--- src/rtl/rotate_pkg.sv ---
// rotate_pkg: shared definitions for the pipelined rotator/shifter.
//   MODE_*  : 2-bit operation encodings carried with each item.
//   rot_ref : whole-word reference result for any width up to 64 bits,
//             computed in one step (not stage by stage).
package rotate_pkg;

    localparam logic [1:0] MODE_ROR = 2'b00;
    localparam logic [1:0] MODE_ROL = 2'b01;
    localparam logic [1:0] MODE_LSR = 2'b10;
    localparam logic [1:0] MODE_ASR = 2'b11;

    function automatic logic [63:0] rot_ref(
        input logic [63:0]  din,
        input int unsigned  amount,
        input logic [1:0]   mode,
        input int unsigned  width = 32
    );
        logic [63:0] mask;
        logic [63:0] d;
        logic [63:0] r;
        logic [63:0] top;
        int unsigned a;
        logic        sign;
        mask = (width >= 64) ? '1 : ((64'd1 << width) - 64'd1);
        d    = din & mask;
        a    = amount % width;
        top  = d >> (width - 1);
        sign = top[0];
        r    = d;
        if (a != 0) begin
            case (mode)
                MODE_ROR: r = ((d >> a) | (d << (width - a))) & mask;
                MODE_ROL: r = ((d << a) | (d >> (width - a))) & mask;
                MODE_LSR: r = d >> a;
                default:  r = (d >> a) | (sign ? (mask & ~(mask >> a)) : '0);
            endcase
        end
        return r;
    endfunction

endpackage

--- src/rtl/rotate_stage.sv ---
// rotate_stage: one pipeline stage of the rotator. Applies the item's mode
// operation by SHIFT bit positions when its amount bit for this stage is set,
// then registers the result together with the carried amount, mode, sign and
// valid. All registers load only when i_advance is high.
//   clock, reset_n        : clock, asynchronous active-low reset
//   i_advance             : global pipeline enable
//   i_valid/data/amount/mode/sign : predecessor stage contents
//   o_valid/data/amount/mode/sign : this stage's registered contents
module rotate_stage
    import rotate_pkg::*;
#(
    parameter int unsigned WIDTH = 32,
    parameter int unsigned SHIFT = 1,
    parameter int unsigned AW    = $clog2(WIDTH)
) (
    input  logic             clock,
    input  logic             reset_n,
    input  logic             i_advance,
    input  logic             i_valid,
    input  logic [WIDTH-1:0] i_data,
    input  logic [AW-1:0]    i_amount,
    input  logic [1:0]       i_mode,
    input  logic             i_sign,
    output logic             o_valid,
    output logic [WIDTH-1:0] o_data,
    output logic [AW-1:0]    o_amount,
    output logic [1:0]       o_mode,
    output logic             o_sign
);

    localparam int unsigned BIT = $clog2(SHIFT);

    logic [WIDTH-1:0] w_op;
    logic             r_valid;
    logic [WIDTH-1:0] r_data;
    logic [AW-1:0]    r_amount;
    logic [1:0]       r_mode;
    logic             r_sign;

    // ASR fills from the original MSB carried from S0, not from the current
    // word, so the fill is right regardless of which earlier stages fired.
    always_comb begin
        w_op = i_data;
        if (i_amount[BIT]) begin
            unique case (i_mode)
                MODE_ROR: w_op = {i_data[SHIFT-1:0], i_data[WIDTH-1:SHIFT]};
                MODE_ROL: w_op = {i_data[WIDTH-SHIFT-1:0], i_data[WIDTH-1:WIDTH-SHIFT]};
                MODE_LSR: w_op = {{SHIFT{1'b0}}, i_data[WIDTH-1:SHIFT]};
                MODE_ASR: w_op = {{SHIFT{i_sign}}, i_data[WIDTH-1:SHIFT]};
            endcase
        end
    end

    always_ff @(posedge clock or negedge reset_n) begin
        if (!reset_n) begin
            r_valid  <= 1'b0;
            r_data   <= '0;
            r_amount <= '0;
            r_mode   <= '0;
            r_sign   <= 1'b0;
        end else if (i_advance) begin
            r_valid  <= i_valid;
            r_data   <= w_op;
            r_amount <= i_amount;
            r_mode   <= i_mode;
            r_sign   <= i_sign;
        end
    end

    assign o_valid  = r_valid;
    assign o_data   = r_data;
    assign o_amount = r_amount;
    assign o_mode   = r_mode;
    assign o_sign   = r_sign;

endmodule

--- src/rtl/rotate_pipe.sv ---
// rotate_pipe: pipelined barrel rotator/shifter (ROR, ROL, LSR, ASR) with
// valid/ready flow control. S0 registers the inputs, then AW rotate_stage
// instances each handle one amount bit. Latency AW+1 cycles, one item per
// cycle; a stalled output freezes the whole pipeline.
//   clock, reset_n      : clock, asynchronous active-low reset
//   in_valid, in_ready  : producer handshake
//   din, amount, mode   : operand, distance 0..WIDTH-1, operation
//   out_valid, out_ready: consumer handshake
//   dout                : result, registered from the last stage
module rotate_pipe
    import rotate_pkg::*;
#(
    parameter int unsigned WIDTH = 32,
    parameter int unsigned AW    = $clog2(WIDTH)
) (
    input  logic             clock,
    input  logic             reset_n,
    input  logic             in_valid,
    output logic             in_ready,
    input  logic [WIDTH-1:0] din,
    input  logic [AW-1:0]    amount,
    input  logic [1:0]       mode,
    output logic             out_valid,
    input  logic             out_ready,
    output logic [WIDTH-1:0] dout
);

    logic                   w_advance;
    logic [AW:0]            w_valid;
    logic [AW:0][WIDTH-1:0] w_data;
    logic [AW:0][AW-1:0]    w_amount;
    logic [AW:0][1:0]       w_mode;
    logic [AW:0]            w_sign;
    logic                   w_unused;

    logic                   r_s0_valid;
    logic [WIDTH-1:0]       r_s0_data;
    logic [AW-1:0]          r_s0_amount;
    logic [1:0]             r_s0_mode;
    logic                   r_s0_sign;

    // Bubbles are not collapsed: the whole pipe moves or holds together.
    assign w_advance = !w_valid[AW] || out_ready;
    assign in_ready  = w_advance;

    always_ff @(posedge clock or negedge reset_n) begin
        if (!reset_n) begin
            r_s0_valid  <= 1'b0;
            r_s0_data   <= '0;
            r_s0_amount <= '0;
            r_s0_mode   <= '0;
            r_s0_sign   <= 1'b0;
        end else if (w_advance) begin
            r_s0_valid  <= in_valid;
            r_s0_data   <= din;
            r_s0_amount <= amount;
            r_s0_mode   <= mode;
            r_s0_sign   <= din[WIDTH-1];
        end
    end

    assign w_valid[0]  = r_s0_valid;
    assign w_data[0]   = r_s0_data;
    assign w_amount[0] = r_s0_amount;
    assign w_mode[0]   = r_s0_mode;
    assign w_sign[0]   = r_s0_sign;

    for (genvar k = 0; k < AW; k++) begin : g_stage
        rotate_stage #(
            .WIDTH (WIDTH),
            .SHIFT (2 ** k),
            .AW    (AW)
        ) u_stage (
            .clock     (clock),
            .reset_n   (reset_n),
            .i_advance (w_advance),
            .i_valid   (w_valid[k]),
            .i_data    (w_data[k]),
            .i_amount  (w_amount[k]),
            .i_mode    (w_mode[k]),
            .i_sign    (w_sign[k]),
            .o_valid   (w_valid[k+1]),
            .o_data    (w_data[k+1]),
            .o_amount  (w_amount[k+1]),
            .o_mode    (w_mode[k+1]),
            .o_sign    (w_sign[k+1])
        );
    end

    assign out_valid = w_valid[AW];
    assign dout      = w_data[AW];

    // Control fields leaving the last stage have no consumer.
    assign w_unused = &{1'b0, w_amount[AW], w_mode[AW], w_sign[AW]};

endmodule

--- config.mk ---
export PLATFORM = sky130hd
export DESIGN_NAME = rotate_pipe
export DESIGN_NICKNAME = d
export VERILOG_FILES = /design/src/rtl/rotate_pkg.sv /design/src/rtl/rotate_stage.sv /design/src/rtl/rotate_pipe.sv
export SDC_FILE = /design/constraint.sdc
export NUM_CORES = 1
export LEC_CHECK = 0
export ABC_AREA = 1
export CAP_MARGIN = 15
export CORE_AREA = 8 8 179 181
export CTS_BUF_LIST = sky130_fd_sc_hd__clkbuf_4 sky130_fd_sc_hd__clkbuf_8 sky130_fd_sc_hd__clkbuf_16
export DETAILED_ROUTE_END_ITERATION = 10
export DIE_AREA = 0 0 187 189
export SLEW_MARGIN = 20
export SYNTH_ARGS = -nofsm -noshare
export SYNTH_HDL_FRONTEND = slang
export SYNTH_SLANG_ARGS = --single-unit
--- constraint.sdc ---
create_clock -name clock -period 3 [get_ports clock]
set_clock_uncertainty 0.15 [all_clocks]
set_input_delay 0.6 -clock clock [delete_from_list [all_inputs] [get_ports clock]]
set_output_delay 0.6 -clock clock [all_outputs]
set_load 0.01 [all_outputs]
Yosys cells after proc, flatten, opt, wreduce, memory -nomap -nowiden
Cells that the tools add are included.
W data, S select, Z words.
{"block": "op_classes", "bitwise_logic": 0, "add_sub_neg": 0, "eq_ne": 15, "n_shift": 0, "n_mux": 10, "n_reduce_logical": 8, "div": 0, "n_mul": 0, "n_lt_le_gt_ge": 0}
{"cell": "$pmux W32 S4", "n": 4}
{"cell": "$mux W32", "n": 5}
{"cell": "$pmux W32 S3", "n": 1}
{"cell": "$eq A2 B2 Y1 const B", "n": 10}
{"cell": "$eq A2 B1 Y1 const B", "n": 5}
{"cell": "$logic_not A2 Y1", "n": 5}
{"cell": "$reduce_or A2 Y1", "n": 1}
{"cell": "$logic_not A1 Y1", "n": 1}
{"cell": "$logic_or A1 B1 Y1", "n": 1}
{"block": "totals", "reg_bits": 238, "mem_count": 0, "mem_bits_rw": 0, "latchBits": 0, "mem_bits_ro": 0}

Longest topological paths before layout
Gate-level depths: netlist (run 1).
{"block": "depth", "depth_word": 4, "mapped_depth": 7, "ltp_nobuf": 7}

Cells and area by module
Synthesis (run 1) repeated with hierarchy kept, for this count alone.
{"block": "hier_totals", "hier_cells": 1733, "area_unflattened_um2": 12859.8}
{"module": "rotate_stage (g_stage[1].u_stage)", "area_per_inst_um2": 2337.2, "seq_area_each_um2": 1026.0, "instances": 1, "cells_each": 323}
{"module": "rotate_stage (g_stage[2].u_stage)", "area_per_inst_um2": 2312.2, "seq_area_each_um2": 1026.0, "instances": 1, "cells_each": 328}
{"module": "rotate_stage (g_stage[0].u_stage)", "area_per_inst_um2": 2307.2, "seq_area_each_um2": 1026.0, "instances": 1, "cells_each": 317}
{"module": "rotate_stage (g_stage[3].u_stage)", "area_per_inst_um2": 2274.7, "seq_area_each_um2": 1026.0, "instances": 1, "cells_each": 328}
{"module": "rotate_stage (g_stage[4].u_stage)", "area_per_inst_um2": 1961.9, "seq_area_each_um2": 1026.0, "instances": 1, "cells_each": 262}
{"module": "rotate_pipe", "area_per_inst_um2": 1666.6, "seq_area_each_um2": 1001.0, "instances": 1, "cells_each": 175}

Worst setup path after synthesis (run 1)
Ideal clock, no wire load.
{"block": "synth_timing", "path_type": "input port to output port", "start": "in out_ready", "end": "out in_ready", "path_buffers": 2, "cell_stages": 4, "arrival_ns": 1.073, "slack_ns": 1.177, "cell_sequence": "inv_2 nand2_4 buf_2 buf_2"}
{"block": "synth_between", "elab_chain_len": 1}
{"item": "start: declaration", "line_no": "rotate_pipe.sv:24", "source": "input logic out_ready,"}
{"item": "$logic_or A1 B1 Y1", "line_no": "rotate_pipe.sv:43", "source": "assign w_advance = !w_valid[AW] || out_ready;"}
{"item": "end: declaration", "line_no": "rotate_pipe.sv:19", "source": "output logic in_ready,"}
No other way between the ends.

Worst setup path in the final report (run 1)
Ends and elaborated chain as after synthesis.

==> results of run 1 <==
## worst max-delay path, delay by kind of cell
family        cells  cell delay (ns)
simple gates      1             0.09
buf+inv           3             1.08
## registers in the layout, indices dropped and copies added (netlist names)
| register | count |
|---|---|
| r_s0_valid | 1 |
| r_s0_mode | 2 |
| g_stage.u_stage.o_valid | 5 |
| g_stage.u_stage.o_sign | 4 |
| r_s0_amount | 5 |
| r_s0_data | 32 |
| g_stage.u_stage.o_amount | 10 |
| g_stage.u_stage.o_data | 160 |
| g_stage.u_stage.o_mode | 8 |
## synthesized netlist by cell type
cell      count
clkbuf_1      8
buf_2        80
buf_6        11
inv_1       185
clkinv_1      2
dfrtp_1     227
clkbuf_2      3
nor2_1      163
o21ai_1      23
nor2_2        1
o21ai_0     104
a21oi_2      79
nand3_1     246
buf_4        17
inv_2        86
buf_8         1
a21oi_1      80
nand2_1     316
nand2_4       2
o21ai_2      80
nand2_2       3
## cell usage in the layout (no fill, tap or decap), drive strengths merged
master,Yosys,routed
dfrtp,227,227
nand3,246,246
clkbuf,11,40
buf,109,28
nor2,164,164
clkinv,2,9
o21ai,207,207
clkdlybuf4s50,0,75
dlygate4sd3,0,1
bufinv,0,2
nand2,321,321
a21oi,159,159
inv,271,272
## worst min-delay path by stage
stage	startpoint	end	slack, ns	cells after the start
CTS	g_stage[3].u_stage.o_valid	g_stage[4].u_stage.o_valid	0.30	2
detailed placement	g_stage[3].u_stage.o_valid	g_stage[4].u_stage.o_valid	0.29	2
global route	g_stage[3].u_stage.o_valid	g_stage[4].u_stage.o_valid	0.33	2
global placement	g_stage[3].u_stage.o_valid	g_stage[4].u_stage.o_valid	0.29	2
floorplan	reset_n	g_stage[0].u_stage.o_amount[1]	0.15	0
finish	g_stage[3].u_stage.o_valid	g_stage[4].u_stage.o_valid	0.30	2
## through the flow
stage | worst slack (ns) | total power (W) | cell area (µm²) | std cells
after floorplan | 1.18 | 0.0120 | 12900 | 1717
after global placement | 0.474 | 0.0139 | 13800 | 2090
after detailed placement | 0.475 | 0.0141 | 13800 | 2090
after CTS | 0.468 | 0.0175 | 14700 | 2141
after global routing | 0.458 | 0.0189 | 14700 | 2141
final | 0.482 | 0.0174 | 14700 | 2141
## final cells by class
class                   instances  area, µm²
repair buffers                104       1080
flip-flops and latches        227       5680
clock buffers                  40        823
fillers                      2867      14500
inverters                     273       1020
multi-input cells            1097       5510
clock inverters                10        104
well taps                     390        488
## metal layers
layer	up-vias	share of wire, %
met5	-	0
met4	0	2.6
met3	47	4.0
met2	204	48
met1	5122	46
li1	5469	-
## power by group
part / leakage, nW / switching, W / total [W] / internal (W)
sequential: 2.67 / 0.00115 / 0.00570 / 0.00455
combinational: 4.06 / 0.00521 / 0.00832 / 0.00311
clock: 0.473 / 0.00128 / 0.00334 / 0.00206
## kinds of logic after synthesis
family | Yosys count | share of synthesized area [%]
AOI/OAI and AO/OA | 366 | 18.8
buffers and inverters | 393 | 13.4
DFF | 227 | 44.0
and+or+nand+nor | 731 | 23.8
==> results.cfg, run 1 <==
[status]
outcome = finished clean

[global_route]
antenna_found_initial = 0
grt_pass1_wl_um = 53600
first_global_vias = 10459
grt_max_degree = 158
use_met1_pct = 23.6
grt_usage_pct = 17.8
grtUsageMet2_pct = 30.3
gr-total-overflow = 0
use_met3_pct = 2.30
busiest_layer = met2

[clocking]
postCtsHoldBufs = 1
clkTransAtPathRegs_ns = 0.06
clock_sinks = 227
cts_buffers = 27
ctsResizeCount = 0
cts_buffer_depth = 3
insertion_delay_ns = 0.53
cts-root-buf = clkbuf_16
cts_tree = done
post_cts_buffers = 0
cts_htree_levels = 1

[setup_path]
arrival_ns = 1.77
crit_path_start = out_ready
cp_cell_sequence = clkdlybuf4s50_1 > inv_2 > nand2_8 > clkdlybuf4s50_1
ff2ff_setup_slack_ns = 1.04
cpMaxStageDelayCell = clkdlybuf4s50_1
r2r_start = g_stage[2].u_stage.o_mode[1]
required_ns = 2.25
crit_path_start_kind = input port
slowest_delay_ns = 0.54
critPathCaptureType = output port
reg2regPathDepth = 5
cp-endpoint = in_ready
crit_fanout = 5
cpMostUsedCell = clkdlybuf4s50_1
worstReg2RegEnd = g_stage[3].u_stage.o_data[11]
worstSetupPathType = input port to output port

[final_layout]
num_antenna_cells = 0
syn2layout_area_growth_pct = 13.9
utilization_pct = 50.3
finish.net_count = 1773
drive_gt1_share_pct = 19.0

[logic_synthesis]
syn_area_per_cell_um2 = 7.53
yosys.area.top_type = dfrtp_1
synth_nets = 1760
yosysUniqueCellTypes = 21
synth_warnings = 0
synth_top_area_share_pct = 44.0
syn_inst = 1717
yosys-top-cells-area = dfrtp_1 44%, nand3_1 9.5%, nand2_1 9.2%, o21ai_2 5.4%, inv_1 5.4%
synth-seq-cells = 227
yosysSeqAreaShare_pct = 44.0
syn_area_um2 = 12900

[drt]
totalWireLength_um = 31400
viasPerCell = 5.06
first_pass_iters = 5
initialDrtViolationCount = 753
ant_nets = 0
drc_errors = 0
wire_per_inst_um = 14.7
vias = 10842

[placed_design]
io_buffers = 76
dp_hpwl_um = 21400
gp_congestion = 0.831

[power]
peakVddDrop_mv = 0.441
leakage_nw = 7.21
p_per_area_nw_per_um2 = 1180

[timing]
min_period_ns = 2.52
finalHoldViolCount = 0
relSlewSlack_pct = 49.1
tightest_slew_ns = 0.763
setup_tns_ns = 0
max_clock_freq_mhz = 397
drv_slew = 0
setup_violations = 0
period_share_pct = 83.9
hold-worst-slack_ns = 0.298
rsz0062_at_grt = false

[hold_path]
min_path_type = register to register

[floorplan]
start_util_pct = 44.2
die_w_um = 187
die_h_um = 189
core_um2 = 29200
dieArea_um2 = 35300
rows = 63
num_io_pins = 77

[run]
cap_viol_max_count = 0
(Power assumes the default switching activity.)
==> inputs of run 2 (changes only) <==
- clock period: 3 -> 2.25 ns (I/O delays scaled with it)
==> run 2 against run 1 <==
  * Non-clock buffer count grew 14
  * Wire length up 0.81%
  * Worst hold slack gained 0.0048 ns
  * Core utilization rose by 0.61 points
  * Critical path type is now register to output port
  * Highest routed layer unchanged
==> results.cfg, run 2 (same netlist as run 1, synthesis figures left out) <==
[global_route]
grt_usage_pct = 18.1
grt_max_degree = 88
antenna_found_initial = 0
gr-total-overflow = 0
first_global_vias = 10618
grt_pass1_wl_um = 54900

[timing]
finalHoldViolCount = 0
setup_slack_ns = 0.0586
period_share_pct = 97.4
relSlewSlack_pct = 66.0
max_clock_freq_mhz = 456
tightest_slew_ns = 0.510
rsz0062_at_grt = false
drv_slew = 0
min_period_ns = 2.19
setup_violations = 0
setup_tns_ns = 0

[clocking]
cts_htree_levels = 1
postCtsHoldBufs = 1
clkTransAtPathRegs_ns = 0.06
cts_buffer_depth = 3
ctsResizeCount = 0
post_cts_buffers = 0
clock_sinks = 227
cts_buffers = 27
cts-root-buf = clkbuf_16
insertion_delay_ns = 0.53
cts_tree = done

[final_layout]
finish.net_count = 1787
final_common_cell = nand2_1
num_antenna_cells = 0
final_cell_mix = 316 x nand2_1, 246 x nand3_1, 224 x dfrtp_1, 185 x inv_1, 163 x nor2_1
syn2layout_area_growth_pct = 15.3
largest_reg_flops = 160
drive_gt1_share_pct = 19.6
fillers = 2868
final_cell_area_um2 = 14900

[drt]
ant_nets = 0
wire_per_inst_um = 14.7
initialDrtViolationCount = 670
drc_errors = 0
viasPerCell = 5.07
first_pass_iters = 7
totalWireLength_um = 31700
vias = 10913

[power]
power.internal_w = 0.0131
p_switching_w = 0.0102
power_frac_comb_pct = 48.8
leakage_nw = 7.30
switching_share_pct = 43.8
p_seq_share_pct = 32.2
peakVddDrop_mv = 0.627
clkPwrFrac_pct = 19.0
p_per_area_nw_per_um2 = 1570

[placed_design]
postPlaceCellArea_um2 = 14000
gp_congestion = 0.828
dp_hpwl_um = 22000
place_ws_ns = 0.0633
io_buffers = 76

[floorplan]
die_h_um = 189
dieArea_um2 = 35300
die_w_um = 187
start_util_pct = 44.2
num_io_pins = 77
core_um2 = 29200
rows = 63

[setup_path]
crit_fanout = 2
reg2regPathDepth = 5
ff2ff_setup_slack_ns = 0.45
r2r_start = g_stage[2].u_stage.o_mode[0]
arrival_ns = 1.59
worstReg2RegEnd = g_stage[3].u_stage.o_data[31]
critPathCaptureType = output port
required_ns = 1.65
crit_path_start_kind = register
critical-path-top-delay-family = buffers and inverters
crit_cells = 2
worstSetupPathType = register to output port
path_buf_inv = 1
cpMaxStageDelayCell = clkdlybuf4s50_1
cp_cell_sequence = nand2_8 > clkdlybuf4s50_1
slowest_delay_ns = 0.53

[hold_path]
min_path_type = input port to async pin

[status]
outcome = finished clean

[run]
cap_viol_max_count = 0
run 2: worst max path at each step:
| stage | startpoint | endpoint | slack (ns) |
|---|---|---|---|
| CTS | g_stage[4].u_stage.o_valid | in_ready | 0.02 |
| detailed placement | out_ready | in_ready | 0.06 |
| floorplan | out_ready | in_ready | 0.73 |
| finish | g_stage[4].u_stage.o_valid | in_ready | 0.06 |
| global placement | out_ready | in_ready | 0.06 |
| global route | g_stage[4].u_stage.o_valid | in_ready | 0.009 |
run 2: power by group through the flow:
stage / sequential, W / clock (W) / combinational [W]
after detailed placement: 0.00763 / 0 / 0.0114
after CTS: 0.00756 / 0.00454 / 0.0115
after floorplan: 0.00713 / 0 / 0.00882
after global placement: 0.00756 / 0 / 0.0113
after global routing: 0.00778 / 0.00470 / 0.0129
final: 0.00753 / 0.00444 / 0.0114
run 2: area by class of cell:
class	count	area [µm²]	share of cell area, %
clock buffers	40	817	5.49
multi-input cells	1097	5510	37.0
well taps	390	488	3.28
clock inverters	9	95.1	0.638
flip-flops and latches	227	5680	38.2
inverters	273	1020	6.88
repair buffers	118	1270	8.53
run 2: routing by layer:
layer / global-route usage (%) / vias up / routed length, µm
met4: 6.05 / 0 / 1090
met5: 0 / - / 0
met2: 30.1 / 232 / 14800
met1: 24.1 / 5117 / 14600
met3: 2.39 / 60 / 1160
li1: - / 5504 / -
run 2: metrics by stage:
step / util (%) / cells / power [W] / hold WS [ns]
after detailed placement: 47.8 / 2104 / 0.0191 / 0.263
after CTS: 50.9 / 2154 / 0.0236 / 0.288
after global routing: 50.9 / 2154 / 0.0254 / 0.324
after global placement: 47.8 / 2104 / 0.0188 / 0.260
final: 50.9 / 2154 / 0.0234 / 0.303
after floorplan: - / 1717 / 0.0159 / 0.00441
